### src/rtl/mem_pkg.sv
// Shared constants for the memory-access stage: funct3 codes, write-back source
// selects, FSM state encoding and access-size decode.
package mem_pkg;

  localparam logic [2:0] F3_B  = 3'b000;
  localparam logic [2:0] F3_H  = 3'b001;
  localparam logic [2:0] F3_W  = 3'b010;
  localparam logic [2:0] F3_BU = 3'b100;
  localparam logic [2:0] F3_HU = 3'b101;

  localparam logic [1:0] SRC_ALU = 2'b00;
  localparam logic [1:0] SRC_MEM = 2'b01;
  localparam logic [1:0] SRC_PC4 = 2'b10;

  typedef logic [1:0] state_t;
  localparam state_t S_IDLE = 2'd0;
  localparam state_t S_BUSY = 2'd1;
  localparam state_t S_DONE = 2'd2;

  localparam logic [1:0] SZ_B = 2'd0;
  localparam logic [1:0] SZ_H = 2'd1;
  localparam logic [1:0] SZ_W = 2'd2;

  // Unsigned variants only exist for loads; anything undefined is a word access.
  function automatic logic [1:0] access_size(input logic [2:0] f3, input logic is_load);
    logic [1:0] sz;
    sz = SZ_W;
    case (f3)
      F3_B:    sz = SZ_B;
      F3_H:    sz = SZ_H;
      F3_W:    sz = SZ_W;
      F3_BU:   sz = is_load ? SZ_B : SZ_W;
      F3_HU:   sz = is_load ? SZ_H : SZ_W;
      default: sz = SZ_W;
    endcase
    return sz;
  endfunction

endpackage

### src/rtl/load_align.sv
// Selects the addressed byte/halfword of a load word and sign- or zero-extends it.
module load_align
  import mem_pkg::*;
(
  input  logic [31:0] rdata,
  input  logic [1:0]  addr,
  input  logic [2:0]  funct3,
  output logic [31:0] result
);

  logic [7:0]  byte_sel;
  logic [15:0] half_sel;

  always_comb begin
    case (addr)
      2'd0:    byte_sel = rdata[7:0];
      2'd1:    byte_sel = rdata[15:8];
      2'd2:    byte_sel = rdata[23:16];
      default: byte_sel = rdata[31:24];
    endcase
    half_sel = addr[1] ? rdata[31:16] : rdata[15:0];

    case (funct3)
      F3_B:    result = {{24{byte_sel[7]}}, byte_sel};
      F3_H:    result = {{16{half_sel[15]}}, half_sel};
      F3_BU:   result = {24'd0, byte_sel};
      F3_HU:   result = {16'd0, half_sel};
      default: result = rdata;
    endcase
  end

endmodule

### src/rtl/mem_access.sv
// Memory-access stage with MEM/WB register; optional misalignment trap when
// MEM_ALIGN_CHECK_EN is defined (adds the MEM_MisalignErr port).
module mem_access
  import mem_pkg::*;
(
  input  logic        clk,
  input  logic        rst_n,
`ifdef MEM_ALIGN_CHECK_EN
  output logic        MEM_MisalignErr,
`endif
  input  logic        MEM_Valid,
  input  logic        MEM_RegWrite,
  input  logic [4:0]  MEM_RD,
  input  logic [1:0]  MEM_RegWriteSrc,
  input  logic        MEM_MemRead,
  input  logic        MEM_MemWrite,
  input  logic [2:0]  MEM_Funct3,
  input  logic [31:0] MEM_AluResult,
  input  logic [31:0] MEM_WriteData,
  input  logic [31:0] MEM_PCPlus4,
  output logic        MEM_Stall,
  output logic        dmem_req,
  output logic        dmem_we,
  output logic [31:0] dmem_addr,
  output logic [3:0]  dmem_be,
  output logic [31:0] dmem_wdata,
  input  logic        dmem_ready,
  input  logic [31:0] dmem_rdata,
  output logic        WB_RegWrite,
  output logic [4:0]  WB_RD,
  output logic [1:0]  WB_RegWriteSrc,
  output logic [31:0] WB_AluResult,
  output logic [31:0] WB_ReadData,
  output logic [31:0] WB_PCPlus4
);

  state_t      state_q, state_d;
  logic [31:0] rdata_q, rdata_d;
  logic        wb_regwrite_q, wb_regwrite_d;
  logic [4:0]  wb_rd_q, wb_rd_d;
  logic [1:0]  wb_src_q, wb_src_d;
  logic [31:0] wb_alu_q, wb_alu_d;
  logic [31:0] wb_rdata_q, wb_rdata_d;
  logic [31:0] wb_pc4_q, wb_pc4_d;
  logic        err_q, err_d;

  logic        is_mem, is_load, misalign, busy;
  logic [1:0]  size;
  logic [31:0] load_val;
  logic [3:0]  be;
  logic [31:0] wdata;

  assign is_load = MEM_Valid & MEM_MemRead;
  assign is_mem  = MEM_Valid & (MEM_MemRead | MEM_MemWrite);
  assign size    = access_size(MEM_Funct3, MEM_MemRead);
  assign busy    = (state_q == S_BUSY);

`ifdef MEM_ALIGN_CHECK_EN
  assign misalign = is_mem & (((size == SZ_H) & MEM_AluResult[0]) |
                              ((size == SZ_W) & (MEM_AluResult[1:0] != 2'b00)));
  assign MEM_MisalignErr = err_q;
`else
  assign misalign = 1'b0;
`endif

  load_align u_load_align (
    .rdata  (rdata_q),
    .addr   (MEM_AluResult[1:0]),
    .funct3 (MEM_Funct3),
    .result (load_val)
  );

  always_comb begin
    case (size)
      SZ_B: begin
        be    = 4'b0001 << MEM_AluResult[1:0];
        wdata = {4{MEM_WriteData[7:0]}};
      end
      SZ_H: begin
        be    = MEM_AluResult[1] ? 4'b1100 : 4'b0011;
        wdata = {2{MEM_WriteData[15:0]}};
      end
      default: begin
        be    = 4'b1111;
        wdata = MEM_WriteData;
      end
    endcase
  end

  assign dmem_req   = busy;
  assign dmem_we    = busy & MEM_MemWrite;
  assign dmem_addr  = busy ? {MEM_AluResult[31:2], 2'b00} : 32'd0;
  assign dmem_be    = busy ? be : 4'd0;
  assign dmem_wdata = busy ? wdata : 32'd0;
  // Gated by rst_n so the stall drops the moment reset is asserted.
  assign MEM_Stall  = rst_n & (((state_q == S_IDLE) & is_mem) | busy);

  always_comb begin
    state_d       = state_q;
    rdata_d       = rdata_q;
    wb_regwrite_d = 1'b0;
    wb_rd_d       = 5'd0;
    wb_src_d      = 2'b00;
    wb_alu_d      = 32'd0;
    wb_rdata_d    = 32'd0;
    wb_pc4_d      = 32'd0;
    err_d         = 1'b0;
    case (state_q)
      S_IDLE: begin
        if (is_mem) begin
          state_d = misalign ? S_DONE : S_BUSY;
        end else if (MEM_Valid) begin
          wb_regwrite_d = MEM_RegWrite;
          wb_rd_d       = MEM_RD;
          wb_src_d      = MEM_RegWriteSrc;
          wb_alu_d      = MEM_AluResult;
          wb_pc4_d      = MEM_PCPlus4;
        end
      end
      S_BUSY: begin
        if (dmem_ready) begin
          rdata_d = dmem_rdata;
          state_d = S_DONE;
        end
      end
      S_DONE: begin
        wb_regwrite_d = MEM_RegWrite & ~misalign;
        wb_rd_d       = MEM_RD;
        wb_src_d      = MEM_RegWriteSrc;
        wb_alu_d      = MEM_AluResult;
        wb_rdata_d    = (is_load & ~misalign) ? load_val : 32'd0;
        wb_pc4_d      = MEM_PCPlus4;
        err_d         = misalign;
        state_d       = S_IDLE;
      end
      default: state_d = S_IDLE;
    endcase
  end

  always_ff @(posedge clk or negedge rst_n) begin
    if (!rst_n) begin
      state_q       <= S_IDLE;
      rdata_q       <= 32'd0;
      wb_regwrite_q <= 1'b0;
      wb_rd_q       <= 5'd0;
      wb_src_q      <= 2'b00;
      wb_alu_q      <= 32'd0;
      wb_rdata_q    <= 32'd0;
      wb_pc4_q      <= 32'd0;
      err_q         <= 1'b0;
    end else begin
      state_q       <= state_d;
      rdata_q       <= rdata_d;
      wb_regwrite_q <= wb_regwrite_d;
      wb_rd_q       <= wb_rd_d;
      wb_src_q      <= wb_src_d;
      wb_alu_q      <= wb_alu_d;
      wb_rdata_q    <= wb_rdata_d;
      wb_pc4_q      <= wb_pc4_d;
      err_q         <= err_d;
    end
  end

`ifndef MEM_ALIGN_CHECK_EN
  logic unused_err;
  assign unused_err = err_q;
`endif

  assign WB_RegWrite    = wb_regwrite_q;
  assign WB_RD          = wb_rd_q;
  assign WB_RegWriteSrc = wb_src_q;
  assign WB_AluResult   = wb_alu_q;
  assign WB_ReadData    = wb_rdata_q;
  assign WB_PCPlus4     = wb_pc4_q;

endmodule

### config.mk
export PLATFORM = sky130hd
export DESIGN_NAME = mem_access
export DESIGN_NICKNAME = d
export VERILOG_FILES = /design/src/rtl/mem_pkg.sv /design/src/rtl/load_align.sv /design/src/rtl/mem_access.sv
export SDC_FILE = /design/constraint.sdc
export NUM_CORES = 1
export LEC_CHECK = 0
export ABC_AREA = 1
export BUFFER_PORTS_ARGS = -buffer_cell sky130_fd_sc_hd__clkbuf_2
export CORE_AREA = 2 2 126 128
export DETAILED_ROUTE_END_ITERATION = 12
export DIE_AREA = 0 0 128 130
export GPL_ROUTABILITY_DRIVEN = 0
export HOLD_SLACK_MARGIN = 0.08
export PLACE_DENSITY = 0.68
export SLEW_MARGIN = 10
export SYNTH_ARGS = -nofsm -noshare
export SYNTH_HDL_FRONTEND = slang
export SYNTH_SLANG_ARGS = --single-unit
### constraint.sdc
create_clock -name clk -period 3.8 [get_ports clk]
set_clock_uncertainty 0.15 [all_clocks]
set_input_delay 0.57 -clock clk [delete_from_list [all_inputs] [get_ports clk]]
set_output_delay 0.57 -clock clk [all_outputs]
set_load 0.05 [all_outputs]
==> metrics.log <==
INFO  metric cellLeakagePower = between 0.004 and 0.005 uW
INFO  metric timing.critical_path.to_type = output port
INFO  metric cts.hold.buffers_added = 0
INFO  metric post_drt_wl_per_cell = roughly 15 microns
INFO  metric num_antenna_cells = 0
INFO  metric finish.cell_count_without_fillers = 1221
INFO  metric setup.worst_path.start_class = register
INFO  metric netlist_instances = 710
INFO  metric floorplan.die.height = 130 microns
INFO  metric outcome = complete, no violations
INFO  metric final_nets = 1161
INFO  metric floorplan.io_pins = 320
INFO  metric min-delay-path-class = in -> async
INFO  metric grt-ovfl-total = 0
INFO  metric ys_top_cells_by_area = sky130_fd_sc_hd__dfrtp_1, sky130_fd_sc_hd__nor2_1, sky130_fd_sc_hd__nand2_1
INFO  metric first_global_vias = 5377
INFO  metric final_layout_size_suffix_gt1_share = between 30% and 40%
INFO  metric worst_path_largest_cell_delay = ~460 ps
INFO  metric layout-area-overhead-vs-synth = 39.1%
INFO  metric synth_warnings = 0
INFO  metric postSynthAreaPerCell = 8.43 sq um
INFO  metric detail_route.first_pass.iterations = 4
INFO  metric setup_violations = 0
INFO  metric ant_nets = 0
INFO  metric initial_core_util = 38.8%
INFO  metric detailedRoute.firstIterationViolations = between 300 and 400
INFO  metric vias_per_cell = between 4 and 5
INFO  metric worst-slew-pin-transition = ~760 ps
INFO  metric htree_num_levels = 4
INFO  metric totalPowerFinal = 5380 uW
INFO  metric grt_first_pass_wirelength = 28300 microns
INFO  metric placement_rows = 46
INFO  metric post-synth-top-area-cell = sky130_fd_sc_hd__dfrtp_1
INFO  metric chipWidth = 128 microns
INFO  metric grt.total_usage = 22.5%
INFO  metric postCtsSetupRepairBufs = 0
INFO  metric layout_worst_path_cycle_share = 80.6%
INFO  metric min_period = roughly 3100 ps
INFO  metric post_cts_resized = 0
INFO  metric finalCoreUtilization = 54.0%
INFO  metric power.density = around 650 nW/um^2
INFO  metric dp_hpwl = 13900 microns
INFO  metric netlist_area = between 5000 and 6000 sq um
INFO  metric routed_wirelength = roughly 19000 microns
INFO  metric reg2reg_setup_slack = about 1500 ps
INFO  metric drc = 0
INFO  metric final_max_slew_viol_count = 0
INFO  metric number_of_antenna_violations_at_the_first_check_in_global_routing = 0
INFO  metric die_area = 16600 sq um
INFO  metric clk_pin_slew = 60 ps
INFO  metric slowest_stage = sky130_fd_sc_hd__nor2_2
INFO  metric cp_data_arrival_time = 2340 ps
INFO  metric max_cap_violations = 0
INFO  metric synth_sequential_area_ratio = 57.7%
INFO  metric cts.path.max_buffers = 2
INFO  metric synth_top_area_share = 57.7%
INFO  metric crit_path_max_fanout = 51
INFO  metric synth.ff_latch_count = 138
INFO  metric critical_path.cell_chain = nor2_2 > clkinv_1 > buf_4 > a211oi_1 > clkbuf_2
INFO  metric max_freq = 327 MHz
INFO  metric tns = 0 ps
INFO  metric worstSetupPathType = reg -> out
INFO  metric unrepaired_setup_endpoints_after_global_routing = false
INFO  metric critical_path_required = 3080 ps
INFO  metric count_of_different_cell_masters_after_synthesis = 30
INFO  metric slew-limit-headroom = 49.2%
INFO  metric detailroute.via_count = 5519
INFO  metric place_ws = approximately 1100 ps
INFO  metric worstSkewPairLatency = ~410 ps
INFO  metric grt_start_max_net_pins = 139
INFO  metric buffer_ports.inserted = about 320
INFO  metric clk_root_buffer_cell = sky130_fd_sc_hd__clkbuf_16
INFO  metric cts_made_buffers = 17
INFO  metric clock_sink_count = 138
INFO  metric cts_tree = built
INFO  metric final-hold-violation-count = 0
INFO  metric setup_slack = 738 ps
INFO  metric ir_worst_vdd = 0.000298 V
INFO  metric numPlacedInstances = 1189
INFO  metric fp.coreArea = 15400 sq um
-- metal layers --
| metal | up-vias | GRT usage (%) | routed length (microns) |
|---|---|---|---|
| li1 | 2746 | - | - |
| met1 | 2508 | 26.9 | 7700 |
| met2 | 224 | 37.0 | 9070 |
| met3 | 41 | 7.30 | 1350 |
| met4 | 0 | 10.8 | 705 |
| met5 | - | 0 | 0 |
-- cell type report --
type	count	area, sq um
Timing Repair Buffer	323	1650
Multi-Input combinational cell	435	1960
Inverter	101	379
Clock buffer	22	484
Sequential cell	138	3450
Clock inverter	10	163
Tap cell	192	240
Fill cell	1446	7100
-- through the flow --
stage / instance area, sq um / hold WS [ps]
CTS: 8330 / 172
detailed placement: 7680 / 339
finish: 8330 / 99.4
global placement: 7680 / 335
global route: 8330 / 171
floorplan: 5990 / 124
-- power by group --
part / internal, uW / total, uW / leakage, uW / switching [uW]
registers: 1720 / 1890 / 0.00184 / 166
logic: 382 / 1700 / 0.00284 / 1320
clock network: 1170 / 1790 / 0.000313 / 625
-- cells by family (layout without fill, tap and decap cells) --
logic type / after synthesis / after routing / share of synthesized area, %
AOI/OAI and AO/OA: 80 / 80 / 7.61
DFF: 138 / 138 / 57.7
and+or+nand+nor: 353 / 353 / 24.9
other: 1 / 2 / 0.0626
buffers and inverters: 138 / 456 / 9.72
-- critical path, delay by kind of cell, from the launching register on --
family          cells  cell delay [ps]
flops               1              400
buf+inv             3              770
compound gates      1              280
simple gates        1              460
-- sequential cells by signal, summed over array words and instances, names as in the netlist --
register	cells
WB_RegWrite	1
rdata_q	32
WB_RegWriteSrc	2
WB_ReadData	32
state_q	2
WB_PCPlus4	32
WB_RD	5
WB_AluResult	32
-- placed cells by master, fill, tap and decap left out --
| cell | instances |
|---|---|
| sky130_fd_sc_hd__a211oi_1 | 7 |
| sky130_fd_sc_hd__a21oi_1 | 16 |
| sky130_fd_sc_hd__a21oi_2 | 1 |
| sky130_fd_sc_hd__a21oi_4 | 1 |
| sky130_fd_sc_hd__a31oi_4 | 1 |
| sky130_fd_sc_hd__buf_12 | 1 |
| sky130_fd_sc_hd__buf_4 | 5 |
| sky130_fd_sc_hd__buf_6 | 1 |
| sky130_fd_sc_hd__bufinv_16 | 4 |
| sky130_fd_sc_hd__clkbuf_1 | 1 |
| sky130_fd_sc_hd__clkbuf_16 | 17 |
| sky130_fd_sc_hd__clkbuf_2 | 316 |
| sky130_fd_sc_hd__clkbuf_8 | 4 |
| sky130_fd_sc_hd__clkinv_1 | 2 |
| sky130_fd_sc_hd__clkinv_2 | 2 |
| sky130_fd_sc_hd__clkinv_4 | 1 |
| sky130_fd_sc_hd__clkinvlp_4 | 2 |
| sky130_fd_sc_hd__conb_1 | 2 |
| sky130_fd_sc_hd__dfrtp_1 | 138 |
| sky130_fd_sc_hd__inv_1 | 96 |
| sky130_fd_sc_hd__inv_2 | 3 |
| sky130_fd_sc_hd__inv_6 | 1 |
| sky130_fd_sc_hd__nand2_1 | 125 |
| sky130_fd_sc_hd__nand2_2 | 1 |
| sky130_fd_sc_hd__nand2_4 | 2 |
| sky130_fd_sc_hd__nand3_1 | 10 |
| sky130_fd_sc_hd__nand3_2 | 1 |
| sky130_fd_sc_hd__nand3_4 | 1 |
| sky130_fd_sc_hd__nand3b_1 | 1 |
| sky130_fd_sc_hd__nor2_1 | 183 |
| sky130_fd_sc_hd__nor2_2 | 2 |
| sky130_fd_sc_hd__nor2_4 | 12 |
| sky130_fd_sc_hd__nor3_1 | 15 |
| sky130_fd_sc_hd__o21a_1 | 2 |
| sky130_fd_sc_hd__o21ai_0 | 46 |
| sky130_fd_sc_hd__o21ai_1 | 5 |
| sky130_fd_sc_hd__o22ai_1 | 1 |
-- path summary, 6_finish.rpt --
| kind | startpoint | end | cells after the start |
|---|---|---|---|
| min in group clk | MEM_PCPlus4[16] | WB_PCPlus4[16] | 3 |
| min reg2reg | rdata_q[8] | rdata_q[8] | 2 |
| max | state_q[1] | dmem_wdata[18] | 5 |
| max reg2reg | state_q[1] | rdata_q[1] | 5 |
| max in group asynchronous | rst_n | WB_RD[2] | 2 |
| min | rst_n | rdata_q[28] | 2 |
-- Yosys cell counts, drive strengths merged --
library cell	n
a211oi	7
a21oi	18
a31oi	1
buf	26
clkbuf	11
clkinv	2
conb	1
dfrtp	138
inv	99
nand2	128
nand3	12
nand3b	1
nor2	197
nor3	15
o21a	2
o21ai	51
o22ai	1
(Power assumes the default switching activity.)
